==> src/rtl/microroc_sc_dac_loader_if.sv <==
// -----------------------------------------------------------------------------
// microroc_sc_dac_loader_if
// Bundles the load handshake, default-frame ROM port and ASIC slow-control
// serial lines of the Microroc DAC loader.
//
//   slave  : the loader itself
//            in : LoadSCParameter, OutDAC0[9:0], SCRomBit
//            out: MicrorocConfigDone, Busy, SCRomAddr[ADDR_W-1:0],
//                 SRIn, SRCk, SRRstb, Select
//   master : everything around it (sweep controller, ROM, ASIC)
// -----------------------------------------------------------------------------
interface microroc_sc_dac_loader_if #(
    parameter int ADDR_W = 10
);
    logic              LoadSCParameter;
    logic [9:0]        OutDAC0;
    logic              MicrorocConfigDone;
    logic              Busy;
    logic [ADDR_W-1:0] SCRomAddr;
    logic              SCRomBit;
    logic              SRIn;
    logic              SRCk;
    logic              SRRstb;
    logic              Select;

    modport slave (
        input  LoadSCParameter,
        input  OutDAC0,
        input  SCRomBit,
        output MicrorocConfigDone,
        output Busy,
        output SCRomAddr,
        output SRIn,
        output SRCk,
        output SRRstb,
        output Select
    );

    modport master (
        output LoadSCParameter,
        output OutDAC0,
        output SCRomBit,
        input  MicrorocConfigDone,
        input  Busy,
        input  SCRomAddr,
        input  SRIn,
        input  SRCk,
        input  SRRstb,
        input  Select
    );
endinterface

==> src/rtl/microroc_sc_dac_loader.sv <==
// -----------------------------------------------------------------------------
// microroc_sc_dac_loader
// Responder to the sweep controller's LoadSCParameter request. Latches the
// requested DAC0 code, pulses the ASIC shift-register reset, then shifts a
// FRAME_BITS-long slow-control frame into the Microroc. The 10-bit DAC0 field
// (MSB first, starting at frame index DAC0_POS) comes from the latched code;
// every other bit comes from the external default-configuration ROM. A single
// MicrorocConfigDone pulse closes the transaction.
//
// Ports:
//   Clk   : system clock
//   reset : synchronous, active-high reset
//   sc    : microroc_sc_dac_loader_if.slave (handshake, ROM port, ASIC lines)
// -----------------------------------------------------------------------------
module microroc_sc_dac_loader #(
    parameter int FRAME_BITS = 592,
    parameter int DAC0_POS   = 0,
    parameter int CLK_DIV    = 4,
    parameter int RST_CYCLES = 8,
    parameter int ADDR_W     = 10
) (
    input  logic                            Clk,
    input  logic                            reset,
    microroc_sc_dac_loader_if.slave         sc
);

    localparam int CW    = $clog2(FRAME_BITS);
    localparam int DIV_W = (CLK_DIV > 2) ? $clog2(CLK_DIV) : 1;
    localparam int RST_W = (RST_CYCLES > 1) ? $clog2(RST_CYCLES) : 1;

    localparam logic [CW-1:0]    BIT_LAST = CW'(FRAME_BITS - 1);
    localparam logic [CW-1:0]    DAC_LO   = CW'(DAC0_POS);
    localparam logic [DIV_W-1:0] DIV_LAST = DIV_W'(CLK_DIV - 1);
    localparam logic [RST_W-1:0] RST_LAST = RST_W'(RST_CYCLES - 1);

    typedef enum logic [2:0] {
        ST_IDLE,
        ST_RSTSR,
        ST_SHIFT_LO,
        ST_SHIFT_HI,
        ST_FINISH,
        ST_DONE
    } state_t;

    state_t            r_state;
    state_t            w_state_next;
    logic [9:0]        r_dac;
    logic [CW-1:0]     r_bit_cnt;
    logic [DIV_W-1:0]  r_div_cnt;
    logic [RST_W-1:0]  r_rst_cnt;
    logic [ADDR_W-1:0] r_rom_addr;
    logic              r_srin;

    logic              w_div_last;
    logic              w_bit_last;
    logic [CW-1:0]     w_dac_off;
    logic              w_in_dac;
    logic [3:0]        w_dac_idx;
    logic              w_frame_bit;
    logic              w_busy;
    logic              w_srck;
    logic              w_srrstb;
    logic              w_done;

    assign w_div_last = (r_div_cnt == DIV_LAST);
    assign w_bit_last = (r_bit_cnt == BIT_LAST);

    // Offset into the DAC field. Indices below DAC0_POS wrap to a large
    // unsigned value, so a single upper-bound compare selects the field.
    assign w_dac_off   = r_bit_cnt - DAC_LO;
    assign w_in_dac    = (w_dac_off <= CW'(9));
    assign w_dac_idx   = 4'd9 - w_dac_off[3:0];
    assign w_frame_bit = w_in_dac ? r_dac[w_dac_idx] : sc.SCRomBit;

    // Next-state and Moore output decode.
    always_comb begin
        w_state_next = r_state;
        w_busy       = 1'b1;
        w_srck       = 1'b0;
        w_srrstb     = 1'b1;
        w_done       = 1'b0;
        case (r_state)
            ST_IDLE: begin
                w_busy = 1'b0;
                if (sc.LoadSCParameter) begin
                    w_state_next = ST_RSTSR;
                end
            end
            ST_RSTSR: begin
                w_srrstb = 1'b0;
                if (r_rst_cnt == RST_LAST) begin
                    w_state_next = ST_SHIFT_LO;
                end
            end
            ST_SHIFT_LO: begin
                if (w_div_last) begin
                    w_state_next = ST_SHIFT_HI;
                end
            end
            ST_SHIFT_HI: begin
                w_srck = 1'b1;
                if (w_div_last) begin
                    w_state_next = w_bit_last ? ST_FINISH : ST_SHIFT_LO;
                end
            end
            ST_FINISH: begin
                w_state_next = ST_DONE;
            end
            ST_DONE: begin
                w_done       = 1'b1;
                w_state_next = ST_IDLE;
            end
            default: begin
                w_busy       = 1'b0;
                w_state_next = ST_IDLE;
            end
        endcase
    end

    always_ff @(posedge Clk) begin
        if (reset) begin
            r_state    <= ST_IDLE;
            r_dac      <= '0;
            r_bit_cnt  <= '0;
            r_div_cnt  <= '0;
            r_rst_cnt  <= '0;
            r_rom_addr <= '0;
            r_srin     <= 1'b0;
        end else begin
            r_state <= w_state_next;
            case (r_state)
                ST_IDLE: begin
                    if (sc.LoadSCParameter) begin
                        r_dac      <= sc.OutDAC0;
                        r_bit_cnt  <= '0;
                        r_rst_cnt  <= '0;
                        // Address 0 is then held through the whole reset
                        // phase, so bit 0's ROM data is ready on entry to
                        // the first SHIFT_LO cycle.
                        r_rom_addr <= '0;
                    end
                end
                ST_RSTSR: begin
                    r_rst_cnt <= r_rst_cnt + RST_W'(1);
                    r_div_cnt <= '0;
                end
                ST_SHIFT_LO: begin
                    // ROM data for bit i is valid only in the first low cycle.
                    if (r_div_cnt == '0) begin
                        r_srin <= w_frame_bit;
                    end
                    if (w_div_last) begin
                        r_div_cnt  <= '0;
                        // Prefetch bit i+1; held through SHIFT_HI so the ROM
                        // answers in the next bit's first low cycle.
                        r_rom_addr <= ADDR_W'(r_bit_cnt) + ADDR_W'(1);
                    end else begin
                        r_div_cnt <= r_div_cnt + DIV_W'(1);
                    end
                end
                ST_SHIFT_HI: begin
                    if (w_div_last) begin
                        r_div_cnt <= '0;
                        if (w_bit_last) begin
                            r_srin <= 1'b0;
                        end else begin
                            r_bit_cnt <= r_bit_cnt + CW'(1);
                        end
                    end else begin
                        r_div_cnt <= r_div_cnt + DIV_W'(1);
                    end
                end
                default: begin
                end
            endcase
        end
    end

    assign sc.MicrorocConfigDone = w_done;
    assign sc.Busy               = w_busy;
    assign sc.Select             = w_busy;
    assign sc.SRCk               = w_srck;
    assign sc.SRRstb             = w_srrstb;
    assign sc.SRIn               = r_srin;
    assign sc.SCRomAddr          = r_rom_addr;

endmodule

==> src/flat_wrapper.sv <==
// flat-port wrapper written by rule: the top's interface ports become plain ports
module microroc_sc_dac_loader_flat 
#(
    parameter int FRAME_BITS = 592,
    parameter int DAC0_POS   = 0,
    parameter int CLK_DIV    = 4,
    parameter int RST_CYCLES = 8,
    parameter int ADDR_W     = 10
)
  (Clk, reset, sc_LoadSCParameter, sc_OutDAC0, sc_SCRomBit, sc_MicrorocConfigDone, sc_Busy, sc_SCRomAddr, sc_SRIn, sc_SRCk, sc_SRRstb, sc_Select);
  microroc_sc_dac_loader_if #(.ADDR_W(ADDR_W)) sc_i ();
  input  logic Clk;
  input  logic reset;
  input wire logic [$bits(sc_i.LoadSCParameter)-1:0] sc_LoadSCParameter;
  input wire logic [$bits(sc_i.OutDAC0)-1:0] sc_OutDAC0;
  input wire logic [$bits(sc_i.SCRomBit)-1:0] sc_SCRomBit;
  output wire logic [$bits(sc_i.MicrorocConfigDone)-1:0] sc_MicrorocConfigDone;
  output wire logic [$bits(sc_i.Busy)-1:0] sc_Busy;
  output wire logic [$bits(sc_i.SCRomAddr)-1:0] sc_SCRomAddr;
  output wire logic [$bits(sc_i.SRIn)-1:0] sc_SRIn;
  output wire logic [$bits(sc_i.SRCk)-1:0] sc_SRCk;
  output wire logic [$bits(sc_i.SRRstb)-1:0] sc_SRRstb;
  output wire logic [$bits(sc_i.Select)-1:0] sc_Select;
  assign sc_i.LoadSCParameter = sc_LoadSCParameter;
  assign sc_i.OutDAC0 = sc_OutDAC0;
  assign sc_i.SCRomBit = sc_SCRomBit;
  assign sc_MicrorocConfigDone = sc_i.MicrorocConfigDone;
  assign sc_Busy = sc_i.Busy;
  assign sc_SCRomAddr = sc_i.SCRomAddr;
  assign sc_SRIn = sc_i.SRIn;
  assign sc_SRCk = sc_i.SRCk;
  assign sc_SRRstb = sc_i.SRRstb;
  assign sc_Select = sc_i.Select;
  microroc_sc_dac_loader #(.FRAME_BITS(FRAME_BITS), .DAC0_POS(DAC0_POS), .CLK_DIV(CLK_DIV), .RST_CYCLES(RST_CYCLES), .ADDR_W(ADDR_W)) u_core (.Clk(Clk), .reset(reset), .sc(sc_i));
endmodule
==> config.mk <==
export PLATFORM = sky130hd
export DESIGN_NAME = microroc_sc_dac_loader_flat
export DESIGN_NICKNAME = d
export VERILOG_FILES = /design/src/rtl/microroc_sc_dac_loader_if.sv /design/src/rtl/microroc_sc_dac_loader.sv /design/src/flat_wrapper.sv
export SDC_FILE = /design/constraint.sdc
export NUM_CORES = 1
export LEC_CHECK = 0
export CAP_MARGIN = 20
export CORE_MARGIN = 2
export CORE_UTILIZATION = 40
export CTS_BUF_LIST = sky130_fd_sc_hd__clkbuf_4
export CTS_CLUSTER_SIZE = 40
export DETAILED_ROUTE_END_ITERATION = 7
export GPL_ROUTABILITY_DRIVEN = 0
export GPL_TIMING_DRIVEN = 0
export PLACE_DENSITY = 0.66
export RECOVER_POWER = 25
export SETUP_SLACK_MARGIN = 0.2
export SYNTH_ARGS = -nofsm -noshare
export SYNTH_HDL_FRONTEND = slang
export SYNTH_SLANG_ARGS = --single-unit
==> constraint.sdc <==
create_clock -name Clk -period 2.15 [get_ports Clk]
set_clock_uncertainty 0.2 [all_clocks]
set_input_delay 0.43 -clock Clk [delete_from_list [all_inputs] [get_ports Clk]]
set_output_delay 0.43 -clock Clk [all_outputs]
set_load 0.03 [all_outputs]
# ---- After elaboration in Yosys (flattened, before gate mapping)
# Index checks and enable logic that the tools add are counted.
dict set report totals {
  reg_bits 39
  input_bits 14
  elab_cells 70
}
dict set report op_classes {
  n_addsub 4
  n_lt_le_gt_ge 2
  eq_ne 15
  n_mux 27
  reduce_logical 15
}
# cell count
set ops {}
lappend ops {{$mux W10} 4}
lappend ops {{$pmux W10 S2} 2}
lappend ops {{$mux W3} 6}
lappend ops {{$pmux W3 S5} 1}
lappend ops {{$reduce_and A4 Y1} 3}
lappend ops {{$add A10 B1 Y10 const B} 1}
lappend ops {{$eq A10 B10 Y1 const B} 1}
lappend ops {{$le A10 B4 Y1 const B} 1}
lappend ops {{$ne A2 B1 Y1 const B} 5}
lappend ops {{$reduce_bool A2 Y1} 5}
lappend ops {{$eq A3 B3 Y1 const B} 3}
lappend ops {{$mux W1} 9}
lappend ops {{$eq A3 B2 Y1 const B} 2}
lappend ops {{$pmux W3 S2} 1}
lappend ops {{$lt A4 B5 Y1 const B} 1}
lappend ops {{$reduce_or A5 Y1} 1}
lappend ops {{$bmux W1 S4} 1}
lappend ops {{$ne A2 B2 Y1 const B} 2}
lappend ops {{$pmux W2 S2} 1}
lappend ops {{$reduce_and A2 Y1} 2}
lappend ops {{$sub A4 B4 Y4 const A} 1}
lappend ops {{$add A3 B1 Y3 const B} 1}
lappend ops {{$eq A3 B1 Y1 const B} 1}
lappend ops {{$logic_not A3 Y1} 1}
lappend ops {{7 further kinds} 7}

# ---- Longest topological paths before layout
# Gate-level depths: netlist of run 1.
dict set report logic_depth {
  word_depth 6
  ltp_mapped 8
}

# ---- Worst setup path before layout of run 1
# OpenSTA, ideal clock, no wires.
dict set report synth_path {
  kind {reg2out}
  start {register u_core.r_state[1]}
  end {output port sc_Select}
  arrival_ps 1715
  t_required_ps 1520
  path_slack_ps -195
  stages_incl_launch_ff 8
  path_buffers 3
  cell_sequence {dfxtp_1 clkbuf_1 inv_1 and3_1 clkbuf_1 inv_1 nand2_1 buf_4}
}
dict set report synth_between {
  elab_chain_cells 3
}
# item line
set synth_lines {}
lappend synth_lines {{from (decl)} microroc_sc_dac_loader.sv:45} ;# state_t r_state;
lappend synth_lines {{from (signal assigned)} microroc_sc_dac_loader.sv:130} ;# r_state <= w_state_next;
lappend synth_lines {{$eq A3 B3 Y1 (tied with other cells)} microroc_sc_dac_loader.sv:82} ;# case (r_state)
lappend synth_lines {{$reduce_or A5 Y1 (no source line) *} n/a}
lappend synth_lines {{$mux W1 *} microroc_sc_dac_loader.sv:82}
lappend synth_lines {{to (decl)} flat_wrapper.sv:23} ;# output wire logic [$bits(sc_i.Select)-1:0] sc_Select;
# Mark *: on every way between the ends. The rest lies on a longest branch, timed or not.

# ---- Worst setup path after layout of run 1
dict set report layout_path {
  start {register u_core.r_bit_cnt[5]}
  end {register u_core.r_srin (netlist: u_core.sc.SRIn)}
}
dict set report layout_between {
  elab_chain_cells 4
}
# item line
set layout_lines {}
lappend layout_lines {{from (decl)} microroc_sc_dac_loader.sv:48} ;# logic [CW-1:0] r_bit_cnt;
lappend layout_lines {{from (signal assigned)} microroc_sc_dac_loader.sv:167} ;# r_bit_cnt <= r_bit_cnt + CW'(1);
lappend layout_lines {{$le A10 B4 Y1} microroc_sc_dac_loader.sv:71} ;# assign w_in_dac = (w_dac_off <= CW'(9));
lappend layout_lines {{$mux W1} microroc_sc_dac_loader.sv:73} ;# assign w_frame_bit = w_in_dac ? r_dac[w_dac_idx] : sc.SCRomBit;
lappend layout_lines {{$mux W1} microroc_sc_dac_loader.sv:149} ;# if (r_div_cnt == '0) begin
lappend layout_lines {{$pmux W1 S2} microroc_sc_dac_loader.sv:131} ;# case (r_state)
lappend layout_lines {{to (signal assigned)} microroc_sc_dac_loader.sv:150} ;# r_srin <= w_frame_bit;
lappend layout_lines {{to (decl)} microroc_sc_dac_loader.sv:52} ;# logic r_srin;
# Parallel ways exist; a longest one is shown, timed or not. The select of a mux whose other input is x is not followed.
# A chain may end at the register's enable or synchronous reset.

==> run metrics, run 1 <==
failing checks=negative setup slack; startpoint class of the critical path=register; Worst Path Required=2160 ps; total CTS buffers=5; fraction of layout cells with a size suffix above 1=0.3061; hold endpoint=u_core.r_dac[0]; row count=25; Max rail drop VDD=0.3039 mV; CTS Buffer Depth=2; Critical Path Fanout Max=2; worst slew pin tran=615.6 ps; Final TNS setup=-224.1 ps; CP endpoint kind=register; Initial Util=0.4195; Final Hold Vio Count=0; hold path start=u_core.r_dac[0]; hold buffers post-CTS=0; first-pass iteration count of the detailed router=4; Leakage Power=0.001084 uW; DR vias=1918; RR Endpoint=u_core.sc.SRIn; # diodes=0; Die Area=5567 um2; Achievable Freq=448.3 MHz; drt wl/cell=14.21 um; DP Wirelength=3.363 mm; synth-to-layout area growth=41.53%; CTS sink count=39; Netlist cell types=42; All-Layer GR Usage=0.1810; Rel. slew slack=0.5896; Starting DRT DRC Count=105; R2R depth=5; worst skew pair latency=350 ps; Root Driver=clkbuf_4; total power per unit cell area=458.6 nW/um2; Final WS setup=-80.62 ps; IO Count=30; flop-to-flop setup slack=-80 ps; first-pass GRT wire length=7.596 mm; post-place setup slack=-431.1 ps; CTS tree=yes; number of global-route vias before repair=1679; PortBufs=29; Critical Path AT=2240 ps; largest net degree at the start of global routing=12; Seq/Total Area, Yosys=0.3915; Syn. warnings=0; initial antenna violation count=0; DRT antenna net count=0; die height=74.61 um; Synth Flop Type=dfxtp_1; Cells after Synth=236; hold path depth=2; Tmin final=2231 ps; FFs w/ async S/R, synth=0; Synth Cell Area=1994 um2; Synth Register Bits=39; Die Wd=74.61 um; htree depth=2; Vias per Instance=5.313; nets=317; Max Slew Vio Count=0; Setup CP Type=register to register; RSZ-0062 raised after global routing=true; final period utilization=1.037; EDFF count, synth=0; origin of the critical flop-to-flop path=u_core.r_bit_cnt[5]; CORE AREA=4755 um2; max_cap viols=0; run status=finished with violations; fin util=0.5937; DRC viols=0; Reg clk slew, reported paths=120 ps; syn avg cell area=8.451 um2; worst hold path class=register to register; Post-Syn Nets=260; Setup-failing EPs final=5; GRT overflow=0; final WL=5.129 mm
[how the worst max path moves through the flow]
stage	start	endpoint	slack [ps]	depth (start not counted)
floorplan	u_core.r_bit_cnt[8]	u_core.sc.SRIn	90	5
finish	u_core.r_bit_cnt[5]	u_core.sc.SRIn	-80	5
global route	u_core.r_bit_cnt[5]	u_core.r_bit_cnt[2]	-110	7
CTS	u_core.r_bit_cnt[5]	u_core.sc.SRIn	-70	5
detailed placement	u_core.r_state[1]	sc_Select	-430	8
global placement	u_core.r_state[1]	sc_Select	-400	8
[Yosys cell counts (2+ instances only)]
| master | number | area, um2 |
|---|---|---|
| nand4_1 | 4 | 25.02 |
| dfxtp_1 | 39 | 780.8 |
| nor4_1 | 2 | 12.51 |
| a21oi_1 | 24 | 120.1 |
| nand3_1 | 9 | 45.04 |
| a31oi_1 | 4 | 25.02 |
| and3_1 | 6 | 37.54 |
| inv_1 | 8 | 30.03 |
| nand2_1 | 33 | 123.9 |
| a22oi_1 | 13 | 97.59 |
| nor2_1 | 27 | 101.4 |
| nor3_1 | 2 | 10.01 |
| mux2i_1 | 3 | 30.03 |
| ha_1 | 10 | 125.1 |
| clkbuf_1 | 13 | 48.80 |
| or3_1 | 2 | 12.51 |
| o21ai_0 | 2 | 10.01 |
| o31a_1 | 2 | 17.52 |
| xnor2_1 | 8 | 70.07 |
| a211oi_1 | 3 | 22.52 |
[per-layer routing]
| metal | vias to the layer above | global-route usage | share of wire |
|---|---|---|---|
| li1 | 952 | - | - |
| met1 | 916 | 0.2193 | 0.43 |
| met2 | 36 | 0.3078 | 0.51 |
| met3 | 14 | 0.04284 | 0.029 |
| met4 | 0 | 0.07738 | 0.027 |
| met5 | - | 0 | 0 |
[state kept, by name (all words and copies together), names as in the netlist]
| name | count |
|---|---|
| u_core.r_rst_cnt | 3 |
| u_core.r_div_cnt | 2 |
| u_core.sc.SRIn | 1 |
| u_core.r_bit_cnt | 10 |
| u_core.r_state | 3 |
| u_core.sc.SCRomAddr | 10 |
| u_core.r_dac | 10 |
[critical path, stage by stage, from the launching register on]
cell and delay [ps]:
dfxtp_4 360, or4_4 560, a2111oi_4 300, mux2_4 340, a41oi_2 210, o32ai_2 110
[stage by stage]
stage / instance area, um2 / power [uW] / hold WS [ps] / std cells
after floorplan: 2034 / 850.1 / 233.1 / 236
after global placement: 2409 / 906.5 / 239.6 / 332
after detailed placement: 2409 / 909.0 / 245.8 / 332
after CTS: 2577 / 1278 / 262.4 / 348
after global routing: 2823 / 1352 / 277.6 / 361
final: 2823 / 1294 / 260.2 / 361
[final cells by class]
type,count,area (um2)
flip-flops and latches,39,803.3
repair buffers,50,462.9
plain buffers,16,123.9
clock inverters,2,7.507
well taps,67,83.83
clock buffers,6,45.04
multi-input cells,173,1251
inverters,8,45.04
fillers,442,1932
[cell usage in the layout (no fill, tap or decap), types with 4 or more instances in the layout]
cell / Yosys / layout
buf_4: 1 / 15
a31oi_1: 4 / 4
buf_6: 1 / 13
clkdlybuf4s50_1: 0 / 13
ha_1: 10 / 6
dlygate4sd2_1: 0 / 11
nor2_1: 27 / 26
nand2_1: 33 / 30
dfxtp_2: 0 / 6
a21oi_1: 24 / 20
dfxtp_1: 39 / 29
nand4_1: 4 / 4
a21oi_2: 0 / 4
clkbuf_1: 13 / 5
nand3_1: 9 / 6
dfxtp_4: 0 / 4
clkbuf_4: 0 / 6
a22oi_1: 13 / 13
xnor2_1: 8 / 8
[report_power, final]
group / internal (uW) / leakage (uW) / switching (uW) / total, uW
Sequential: 733 / 0.000322 / 8.79 / 742
Clock: 134 / 0.0000307 / 235 / 369
Combinational: 88.5 / 0.000731 / 94.6 / 183
[logic make-up (layout without fill, tap and decap cells)]
group | count (synthesis) | in the layout | share of synthesized area
adder cells (fa/ha/maj) | 10 | 10 | 0.06274
XOR/XNOR | 9 | 9 | 0.03953
multiplexers | 5 | 5 | 0.03199
AND/OR/NAND/NOR | 92 | 92 | 0.2183
AO/OA/AOI/OAI | 57 | 57 | 0.2045
buffers and inverters | 24 | 82 | 0.05144
flip-flops | 39 | 39 | 0.3915
[repair_timing]
action,in CTS,in global routing
hold endpoints to repair,0,0
gates resized for setup,65,53
setup endpoints to repair,51,40
pin swaps,4,18
setup buffers,8,13
Power figures use the tool's default switching activity.
==> run 2, diff against run 1 <==
CTS_CLUSTER_SIZE = 30   (was 40)
==> results of run 2 <==
Same layout as run 1: the final DEF is identical, and so are final timing and power.
==> run 3, diff against run 2 <==
CTS_CLUSTER_SIZE = 25   (was 30)
==> results of run 3 <==
Same layout as run 1: the final DEF is identical, and so are final timing and power.
